File: src/rtl/buttfly_pkg.sv
// Shared types and helpers for the butterfly datapath blocks.
package buttfly_pkg;

  // Default component width used across the butterfly datapath.
  localparam int W_DEFAULT = 8;

  // One complex sample at the default width.
  typedef struct packed {
    logic signed [W_DEFAULT-1:0] re;
    logic signed [W_DEFAULT-1:0] im;
  } cplx_t;

  // Rounding applied before the divide-by-two shift.
  typedef enum logic {
    RND_FLOOR   = 1'b0,
    RND_HALF_UP = 1'b1
  } rnd_mode_e;

  // Clamp a sign-extended (W+1)-bit value into the signed w-bit range.
  // The value arrives widened to 32 bits so one helper serves any W.
  function automatic logic signed [31:0] sat_to_w(input logic signed [31:0] v,
                                                  input int w);
    logic signed [31:0] hi;
    logic signed [31:0] lo;
    hi = (32'sd1 <<< (w - 1)) - 32'sd1;
    lo = -(32'sd1 <<< (w - 1));
    if (v > hi) begin
      return hi;
    end else if (v < lo) begin
      return lo;
    end else begin
      return v;
    end
  endfunction

endpackage

File: src/rtl/buttfly_inv_pipe_if.sv
// Streaming valid/ready bundle for the inverse butterfly: input pair side
// and result pair side in one interface.
interface buttfly_inv_pipe_if
  import buttfly_pkg::*;
#(
  parameter int W = W_DEFAULT
);
  logic                in_valid;
  logic                in_ready;
  logic signed [W-1:0] a_re;
  logic signed [W-1:0] a_im;
  logic signed [W-1:0] b_re;
  logic signed [W-1:0] b_im;
  logic                out_valid;
  logic                out_ready;
  logic                out_last;
  logic signed [W-1:0] y0_re;
  logic signed [W-1:0] y0_im;
  logic signed [W-1:0] y1_re;
  logic signed [W-1:0] y1_im;

  modport master (
    output in_valid, a_re, a_im, b_re, b_im, out_ready,
    input  in_ready, out_valid, out_last, y0_re, y0_im, y1_re, y1_im
  );

  modport slave (
    input  in_valid, a_re, a_im, b_re, b_im, out_ready,
    output in_ready, out_valid, out_last, y0_re, y0_im, y1_re, y1_im
  );
endinterface

File: src/rtl/buttfly_rnd_sat.sv
// Round, halve and saturate one (W+1)-bit sum down to W bits.
module buttfly_rnd_sat
  import buttfly_pkg::*;
#(
  parameter int W     = W_DEFAULT,
  parameter int ROUND = 1
) (
  input  logic signed [W:0]   i_sum,
  output logic signed [W-1:0] o_val,
  output logic                o_ovf
);
  // One extra bit of headroom: (2^W - 1) + 1 does not fit in W+1 bits.
  localparam logic [W+1:0] RND_ADD =
    (ROUND == int'(RND_HALF_UP)) ? (W+2)'(1) : (W+2)'(0);

  logic signed [W+1:0] w_rnd;
  logic signed [W:0]   w_shr;
  logic signed [31:0]  w_wide;
  logic signed [31:0]  w_sat;

  // Add the rounding bias, shift arithmetically, then clamp to W bits.
  always_comb begin
    w_rnd  = (W+2)'(i_sum) + RND_ADD;
    w_shr  = (W+1)'(w_rnd >>> 1);
    w_wide = 32'(w_shr);
    w_sat  = sat_to_w(w_wide, W);
    o_val  = w_sat[W-1:0];
    o_ovf  = (w_sat != w_wide);
  end
endmodule

File: src/rtl/buttfly_inv_pipe.sv
// Two-stage inverse radix-2 butterfly: y0 = (a+b)/2, y1 = (a-b)/2 with
// rounding and saturation, valid/ready on both sides, frame tagging and a
// sticky saturation flag.
module buttfly_inv_pipe
  import buttfly_pkg::*;
#(
  parameter int W     = W_DEFAULT,
  parameter int FRAME = 8,
  parameter int ROUND = 1
) (
  input  logic               clk,
  input  logic               rst_n,
  buttfly_inv_pipe_if.slave  bus,
  input  logic               sat_clr,
  output logic               sat_flag
);
  localparam int CW = $clog2(FRAME);

  // Lane order in the arrays: 0 = y0_re, 1 = y0_im, 2 = y1_re, 3 = y1_im.
  logic signed [W:0]   w_sum [4];
  logic signed [W-1:0] w_y   [4];
  logic [3:0]          w_ovf;
  logic                w_s1_adv;
  logic                w_in_ready;
  logic                w_in_xfer;
  logic                w_last;

  logic                r_s1_valid;
  logic signed [W:0]   r_s1_sum [4];
  logic                r_s1_last;
  logic                r_s2_valid;
  logic signed [W-1:0] r_y [4];
  logic                r_s2_last;
  logic                r_sat;
  logic [CW-1:0]       r_cnt;

  // Handshake and frame-position decode; stage 2 frees up when empty or draining.
  always_comb begin
    w_s1_adv   = !r_s2_valid || bus.out_ready;
    w_in_ready = !r_s1_valid || w_s1_adv;
    w_in_xfer  = bus.in_valid && w_in_ready;
    w_last     = (r_cnt == CW'(FRAME - 1));
  end

  // Sign-extended sums and differences for the four output lanes.
  always_comb begin
    w_sum[0] = (W+1)'(bus.a_re) + (W+1)'(bus.b_re);
    w_sum[1] = (W+1)'(bus.a_im) + (W+1)'(bus.b_im);
    w_sum[2] = (W+1)'(bus.a_re) - (W+1)'(bus.b_re);
    w_sum[3] = (W+1)'(bus.a_im) - (W+1)'(bus.b_im);
  end

  for (genvar g = 0; g < 4; g++) begin : g_rs
    buttfly_rnd_sat #(.W(W), .ROUND(ROUND)) u_rnd_sat (
      .i_sum (r_s1_sum[g]),
      .o_val (w_y[g]),
      .o_ovf (w_ovf[g])
    );
  end

  // Stage 1: capture sums on an input transfer; valid follows whenever it may load.
  always_ff @(posedge clk or negedge rst_n) begin
    if (!rst_n) begin
      r_s1_valid <= 1'b0;
      r_s1_sum   <= '{default: '0};
      r_s1_last  <= 1'b0;
    end else begin
      if (w_in_ready) begin
        r_s1_valid <= bus.in_valid;
      end
      if (w_in_xfer) begin
        r_s1_sum  <= w_sum;
        r_s1_last <= w_last;
      end
    end
  end

  // Stage 2: register rounded results; data only moves when stage 1 hands over.
  always_ff @(posedge clk or negedge rst_n) begin
    if (!rst_n) begin
      r_s2_valid <= 1'b0;
      r_y        <= '{default: '0};
      r_s2_last  <= 1'b0;
    end else begin
      if (w_s1_adv) begin
        r_s2_valid <= r_s1_valid;
      end
      if (w_s1_adv && r_s1_valid) begin
        r_y       <= w_y;
        r_s2_last <= r_s1_last;
      end
    end
  end

  // Sticky saturation flag; a new saturation beats a simultaneous clear.
  always_ff @(posedge clk or negedge rst_n) begin
    if (!rst_n) begin
      r_sat <= 1'b0;
    end else if (w_s1_adv && r_s1_valid && (|w_ovf)) begin
      r_sat <= 1'b1;
    end else if (sat_clr) begin
      r_sat <= 1'b0;
    end
  end

  // Frame position counter, advancing only on accepted pairs.
  always_ff @(posedge clk or negedge rst_n) begin
    if (!rst_n) begin
      r_cnt <= '0;
    end else if (w_in_xfer) begin
      r_cnt <= w_last ? CW'(0) : r_cnt + CW'(1);
    end
  end

  assign bus.in_ready  = w_in_ready;
  assign bus.out_valid = r_s2_valid;
  assign bus.out_last  = r_s2_last;
  assign bus.y0_re     = r_y[0];
  assign bus.y0_im     = r_y[1];
  assign bus.y1_re     = r_y[2];
  assign bus.y1_im     = r_y[3];
  assign sat_flag      = r_sat;
endmodule

File: src/flat_wrapper.sv
// flat-port wrapper written by rule: the top's interface ports become plain ports
module buttfly_inv_pipe_flat import buttfly_pkg::*;
#(
  parameter int W     = W_DEFAULT,
  parameter int FRAME = 8,
  parameter int ROUND = 1
)
  (clk, rst_n, sat_clr, sat_flag, bus_in_valid, bus_a_re, bus_a_im, bus_b_re, bus_b_im, bus_out_ready, bus_in_ready, bus_out_valid, bus_out_last, bus_y0_re, bus_y0_im, bus_y1_re, bus_y1_im);
  buttfly_inv_pipe_if #(.W(W)) bus_i ();
  input  logic clk;
  input  logic rst_n;
  input  logic sat_clr;
  output logic sat_flag;
  input wire logic [$bits(bus_i.in_valid)-1:0] bus_in_valid;
  input wire logic [$bits(bus_i.a_re)-1:0] bus_a_re;
  input wire logic [$bits(bus_i.a_im)-1:0] bus_a_im;
  input wire logic [$bits(bus_i.b_re)-1:0] bus_b_re;
  input wire logic [$bits(bus_i.b_im)-1:0] bus_b_im;
  input wire logic [$bits(bus_i.out_ready)-1:0] bus_out_ready;
  output wire logic [$bits(bus_i.in_ready)-1:0] bus_in_ready;
  output wire logic [$bits(bus_i.out_valid)-1:0] bus_out_valid;
  output wire logic [$bits(bus_i.out_last)-1:0] bus_out_last;
  output wire logic [$bits(bus_i.y0_re)-1:0] bus_y0_re;
  output wire logic [$bits(bus_i.y0_im)-1:0] bus_y0_im;
  output wire logic [$bits(bus_i.y1_re)-1:0] bus_y1_re;
  output wire logic [$bits(bus_i.y1_im)-1:0] bus_y1_im;
  assign bus_i.in_valid = bus_in_valid;
  assign bus_i.a_re = bus_a_re;
  assign bus_i.a_im = bus_a_im;
  assign bus_i.b_re = bus_b_re;
  assign bus_i.b_im = bus_b_im;
  assign bus_i.out_ready = bus_out_ready;
  assign bus_in_ready = bus_i.in_ready;
  assign bus_out_valid = bus_i.out_valid;
  assign bus_out_last = bus_i.out_last;
  assign bus_y0_re = bus_i.y0_re;
  assign bus_y0_im = bus_i.y0_im;
  assign bus_y1_re = bus_i.y1_re;
  assign bus_y1_im = bus_i.y1_im;
  buttfly_inv_pipe #(.W(W), .FRAME(FRAME), .ROUND(ROUND)) u_core (.clk(clk), .rst_n(rst_n), .bus(bus_i), .sat_clr(sat_clr), .sat_flag(sat_flag));
endmodule
File: config.mk
export PLATFORM = sky130hd
export DESIGN_NAME = buttfly_inv_pipe_flat
export DESIGN_NICKNAME = d
export VERILOG_FILES = /design/src/rtl/buttfly_pkg.sv /design/src/rtl/buttfly_inv_pipe_if.sv /design/src/rtl/buttfly_rnd_sat.sv /design/src/rtl/buttfly_inv_pipe.sv /design/src/flat_wrapper.sv
export SDC_FILE = /design/constraint.sdc
export NUM_CORES = 1
export LEC_CHECK = 0
export CAP_MARGIN = 20
export CORE_ASPECT_RATIO = 0.75
export CORE_UTILIZATION = 55
export CTS_CLUSTER_SIZE = 40
export DETAILED_ROUTE_END_ITERATION = 7
export PLACE_DENSITY = 0.8
export SLEW_MARGIN = 20
export SYNTH_ARGS = -nofsm -noshare
export SYNTH_HDL_FRONTEND = slang
export SYNTH_HIERARCHICAL = 1
export SYNTH_SLANG_ARGS = --single-unit
File: constraint.sdc
create_clock -name clk -period 2 [get_ports clk]
set_input_delay 0.4 -clock clk [delete_from_list [all_inputs] [get_ports clk]]
set_output_delay 0.4 -clock clk [all_outputs]
set_load 0.05 [all_outputs]
# Word level (Yosys, flattened, before mapping)
# Index checks and enable logic that the tools add are counted.
[op_classes]
add_sub_neg = 9
multipliers = 0
div = 0
order_cmp = 8
n_eq_ne = 5
shift = 0
muxes = 11
bitwise_logic = 0
reduce_logical = 9
[ops]
columns = ["cell", "n"]
rows = [
  ["$mux 32", 8],
  ["$ne 32x9->1", 4],
  ["$add 9x2->10 const B", 4],
  ["$gt 9x8->1 const B", 4],
  ["$lt 9x8->1 const B", 4],
  ["$add 8x8->9", 2],
  ["$sub 8x8->9", 2],
  ["$reduce_or 4->1", 1],
  ["$add 3x1->3 const B", 1],
  ["$eq 3x3->1 const B", 1],
  ["$logic_and 1x1->1", 3],
  ["$mux 3", 1],
  ["$logic_not 1->1", 2],
  ["$logic_or 1x1->1", 2],
  ["$mux 1", 2],
  ["$reduce_bool 2->1", 1],
]
[totals]
register_bits = 76
latch_bits = 0
ram_bits = 0
romBits = 0
in_bits = 37
out_inout_bits = 36
wordCells = 56
n_memories = 0

# Depth between registers and ports, before layout
[logic_depth]
ltp_word = 8
ltp_mapped = 8
depth_no_buf = 8

# Hierarchy
# Netlist, hierarchy kept.
[modules_own_cells]
columns = ["mod", "instances", "cells_each", "area_each_um2", "seq_area_each_um2"]
rows = [
  ["buttfly_inv_pipe", 1, 398, 4156.5, 1851.8],
  ["buttfly_rnd_sat", 4, 48, 295.3, 0.0],
]

# Worst setup path before layout
# Ideal clock, no wire load.
[synth_timing]
path_type = "register to register"
startpoint = "reg u_core.r_s2_valid (netlist: u_core/bus.out_valid)"
endpoint = "reg u_core/r_s1_sum[25] (netlist bit)"
setup_ns = 0.128
arrival_time_ns = 2.022
required_ns = 1.872
path_slack_ns = -0.150
stages_incl_launch_ff = 7
path_buffers = 1
period_less_slack_ns = 2.150
path_cell_list = "dfrtp_1 > nand3b_1 > and2_1 > buf_2 > and3_1 > mux2i_1 > nand3_1"
[synth_between]
elab_chain_cells = 4
[synth_lines]
columns = ["element", "line", "rtl"]
rows = [
  ["from (decl)", "buttfly_inv_pipe.sv:31", "logic r_s2_valid;"],
  ["from (signal assigned)", "buttfly_inv_pipe.sv:86", "r_s2_valid <= r_s1_valid;"],
  ["$logic_not 1->1", "buttfly_inv_pipe.sv:39", "w_s1_adv = !r_s2_valid || bus.out_ready;"],
  ["$logic_or 1x1->1", "buttfly_inv_pipe.sv:39", ""],
  ["$logic_or 1x1->1", "buttfly_inv_pipe.sv:40", "w_in_ready = !r_s1_valid || w_s1_adv;"],
  ["named net bus_in_ready", "flat_wrapper.sv:20", "output wire logic [$bits(bus_i.in_ready)-1:0] bus_in_ready;"],
  ["$logic_and 1x1->1", "buttfly_inv_pipe.sv:41", "w_in_xfer = bus.in_valid && w_in_ready;"],
  ["to (signal assigned)", "buttfly_inv_pipe.sv:72", "r_s1_sum <= w_sum;"],
  ["to (decl)", "buttfly_inv_pipe.sv:29", "logic signed [W:0] r_s1_sum [4];"],
]
# The timed path passes the listed nets, and every way through them passes these cells.
# A chain may end at the register's enable or synchronous reset.

# Worst setup path in the final report
[layout_timing]
startpoint = "in bus_a_im[0]"
endpoint = "reg u_core/r_s1_sum[6] (netlist bit)"
[layout_between]
elab_chain_cells = 1
[layout_lines]
columns = ["element", "line", "rtl"]
rows = [
  ["from (decl)", "flat_wrapper.sv:16", "input wire logic [$bits(bus_i.a_im)-1:0] bus_a_im;"],
  ["$sub 8x8->9", "buttfly_inv_pipe.sv:50", "w_sum[3] = (W+1)'(bus.a_im) - (W+1)'(bus.b_im);"],
]
# Every way passes these cells.

==> results.py <==
metrics = {
    "logic_synthesis": {
        "ys_ff_latch": 74,
        "synth-main-ff-cell": "dfrtp_1",
        "synth_cells": 590,
        "async_flop_share_pct": 100.0,
        "yosysTopAreaCell": "dfrtp_1",
        "syn_area_sq_mm": 0.005338,
        "synth_edf_count": 0,
        "syn_nets": 669,
        "synth.top_cell.area_share_pct": 34.69,
        "synth-warning-count": 6,
        "ys_seq_area_share_pct": 34.69,
        "avgSynthCellArea_sq_um": 9.047,
        "yosysUniqueCellTypes": 56,
        "synthTopCellsByArea": "dfrtp_1 35%, ha_1 8.9%, mux2_1 6.3%",
    },
    "final_layout": {
        "final_common_cell": "dfrtp_1",
        "antenna_cells": 0,
        "multiInputGateArea_sq_mm": 0.003226,
        "syn_to_final_growth_pct": 30.00,
        "drive_gt1_share_pct": 18.42,
        "post-route-util_pct": 75.15,
        "final_cell_mix": "73 x dfrtp_1, 64 x clkdlybuf4s50_1, 58 x buf_4, 54 x nand2_1, 47 x nor2_1",
        "fin_nets": 785,
        "seq_area_sq_mm": 0.001853,
        "n_fill_cell": 689,
    },
    "floorplan": {
        "io_pins": 73,
        "dieWidth_um": 115.8,
        "dieArea_sq_mm": 0.01011,
        "core_area_sq_mm": 0.009234,
        "rows": 30,
        "start_util_pct": 57.80,
        "die_y_um": 87.32,
    },
    "setup_path": {
        "path_max_fanout": 2,
        "rr_worst_depth": 5,
        "worstPathArrival_ps": 2180,
        "r2r_start": "u_core/r_s1_sum[27]",
        "crit_path_end_kind": "register",
        "start_kind": "input pin",
        "r2r_slack_ps": 140,
        "crit_type": "in -> reg",
        "reg2reg_to": "u_core/bus.y0_re[0]",
        "cp.required_ps": 2250,
        "startpoint": "bus_a_im[0]",
    },
    "timing": {
        "holdWs_ps": 476.3,
        "slew_violations": 0,
        "finalHoldViolCount": 0,
        "slew_headroom_pct": 65.73,
        "post-route-min-period_ps": 1937,
        "period_share_pct": 96.85,
        "fmax_ghz": 0.5163,
        "rsz0062_at_grt": "false",
        "setup_violations": 0,
        "final.setup_skew_ps": 9.759,
        "tightest_slew_ps": 512.4,
    },
    "global_route": {
        "grt_pass1_wl_mm": 21.60,
        "grt_max_degree": 48,
        "grt_overflow": 0,
        "first_global_vias": 4461,
        "grt.total_usage_pct": 27.48,
        "grt_antenna_before_repair": 0,
    },
    "power": {
        "peakVddDrop_uv": 473.0,
        "p_leak_uw": 0.003118,
        "p_seq_share_pct": 33.5,
        "p_clk_share_pct": 23.2,
        "swShare_pct": 40.98,
        "p_per_area_mw_per_mm2": 1013,
        "p_int_uw": 4150,
        "fin_total_pwr_uw": 7031,
        "p_switching_uw": 2882,
        "combPwrFrac_pct": 43.2,
    },
    "clock_tree": {
        "h-tree-depth": 3,
        "cts-root-buf": "clkbuf_16",
        "path_clk_slew_ps": 60,
        "tritoncts": "built",
        "cts_num_sinks": 74,
        "cts_buffers": 9,
        "clk_latency_ps": 330,
        "clk_path_buf_depth": 2,
    },
    "detailed_routing": {
        "route.vias.total": 4857,
        "drt_first_iter_violations": 383,
        "routed_wl_mm": 13.42,
        "firstDrtPassIters": 5,
        "wl_per_cell_um": 15.99,
        "ant_nets": 0,
        "viasPerCell": 5.789,
        "drc": 0,
    },
    "outcome": {
        "outcome": "complete, no violations",
    },
    "placed_design": {
        "dp_hpwl_mm": 10.18,
        "io_buffers": 72,
        "gp_congestion": 0.9254,
    },
    "run": {
        "cap_viol_max_count": 0,
    },
    "min_path": {
        "hold_class": "in -> async",
    },
}
-- state kept, by name (all words and copies together), names as in the netlist --
signal,flops
u_core/r_s1_sum,34
u_core/bus.y0_re,8
u_core/bus.out_last,1
u_core/sat_flag,1
u_core/bus.y1_re,8
u_core/bus.y0_im,8
u_core/bus.out_valid,1
u_core/bus.y1_im,8
u_core/r_s1_last,1
u_core/r_cnt,3
u_core/r_s1_valid,1
-- Yosys cell counts, types with 3 or more instances --
library cell	count
a21boi_0	5
a21o_1	7
a21oi_1	22
a21oi_2	5
a221oi_2	7
a31oi_1	19
a41oi_1	4
and2_0	4
and2_4	4
and2b_1	4
and3_1	7
and4_4	4
buf_2	17
buf_6	9
dfrtp_1	74
fa_1	4
ha_1	38
inv_1	38
mux2_1	30
mux2_2	4
nand2_1	55
nand2b_1	10
nand3_1	25
nand4_1	4
nor2_1	47
nor2b_1	4
nor3_1	13
o211ai_1	7
o21a_1	14
o21ai_0	21
o21ai_1	27
o21bai_1	3
o22ai_1	3
o31a_1	5
o31ai_1	6
or4_1	4
xnor2_1	4
xor2_1	7
-- per-stage QoR --
stage / TNS, ps / cells / cell area (sq um) / setup WS [ps]
after floorplan: 0 / 590 / 5339 / 40.14
after CTS: 0 / 838 / 6857 / 1.545
final: 0 / 839 / 6939 / 63.02
after global placement: -4516 / 820 / 6506 / -324.7
after detailed placement: -5947 / 820 / 6506 / -386.1
after global routing: 0 / 839 / 6939 / 3.234
-- worst max-delay path by stage --
stage / end / slack [ps]
3_3_place_gp: u_core/r_s1_sum[6] / -320
2_1_floorplan: u_core/r_s1_sum[25] / 40
6_report: u_core/r_s1_sum[6] / 60
5_1_grt: u_core/r_s1_sum[33] / 3
3_5_place_dp: u_core/r_s1_sum[6] / -390
4_1_cts: u_core/r_s1_sum[17] / 2
-- area by class of cell --
class	count	area share, %
clock inverters	6	1.046
clock buffers	10	3.444
well taps	128	2.308
flip-flops and latches	74	26.70
multi-input cells	447	46.48
repair buffers	134	17.85
inverters	40	2.164
-- kinds of logic after synthesis --
kind of cell | share of synthesized area (%)
AOI/OAI and AO/OA | 20.84
adders and majority gates | 10.41
xor gates and xnor gates | 1.805
muxes | 7.548
and+or+nand+nor | 18.12
buffers and inverters | 6.587
DFF | 34.69
-- critical path: stages --
cell	delay, ps
clkdlybuf4s50_1	480
inv_1	50
ha_2	200
fa_2	350
nand2b_4	160
a21oi_2	150
buf_4	130
o21a_1	100
nor3_1	50
o21ai_1	120
-- repair_timing --
item / 4_1_cts / 5_1_grt
buffers inserted: 1 / 1
hold buffers: 1 / 0
resized for setup: 10 / 20
hold endpoints to repair: 4 / 0
endpoints found under the setup margin: 7 / 14
pin swaps: 6 / 11
-- per-layer routing --
metal  wire length [um]  vias up  GRT usage (%)
met1               6179     2337          39.66
met2               6302      174          44.58
li1                   -     2342              -
met5                  0        -              0
met4                 74        0          4.662
met3                859        4          3.827
-- power by group through the flow --
stage	registers, uW	clock network (uW)	logic, uW
after detailed placement	2370	0	2970
after global placement	2330	0	2890
after global routing	2420	1720	3240
final	2360	1630	3040
after floorplan	3100	0	1130
after CTS	2350	1670	3010
Note: power is estimated with default switching activity, not from simulation.
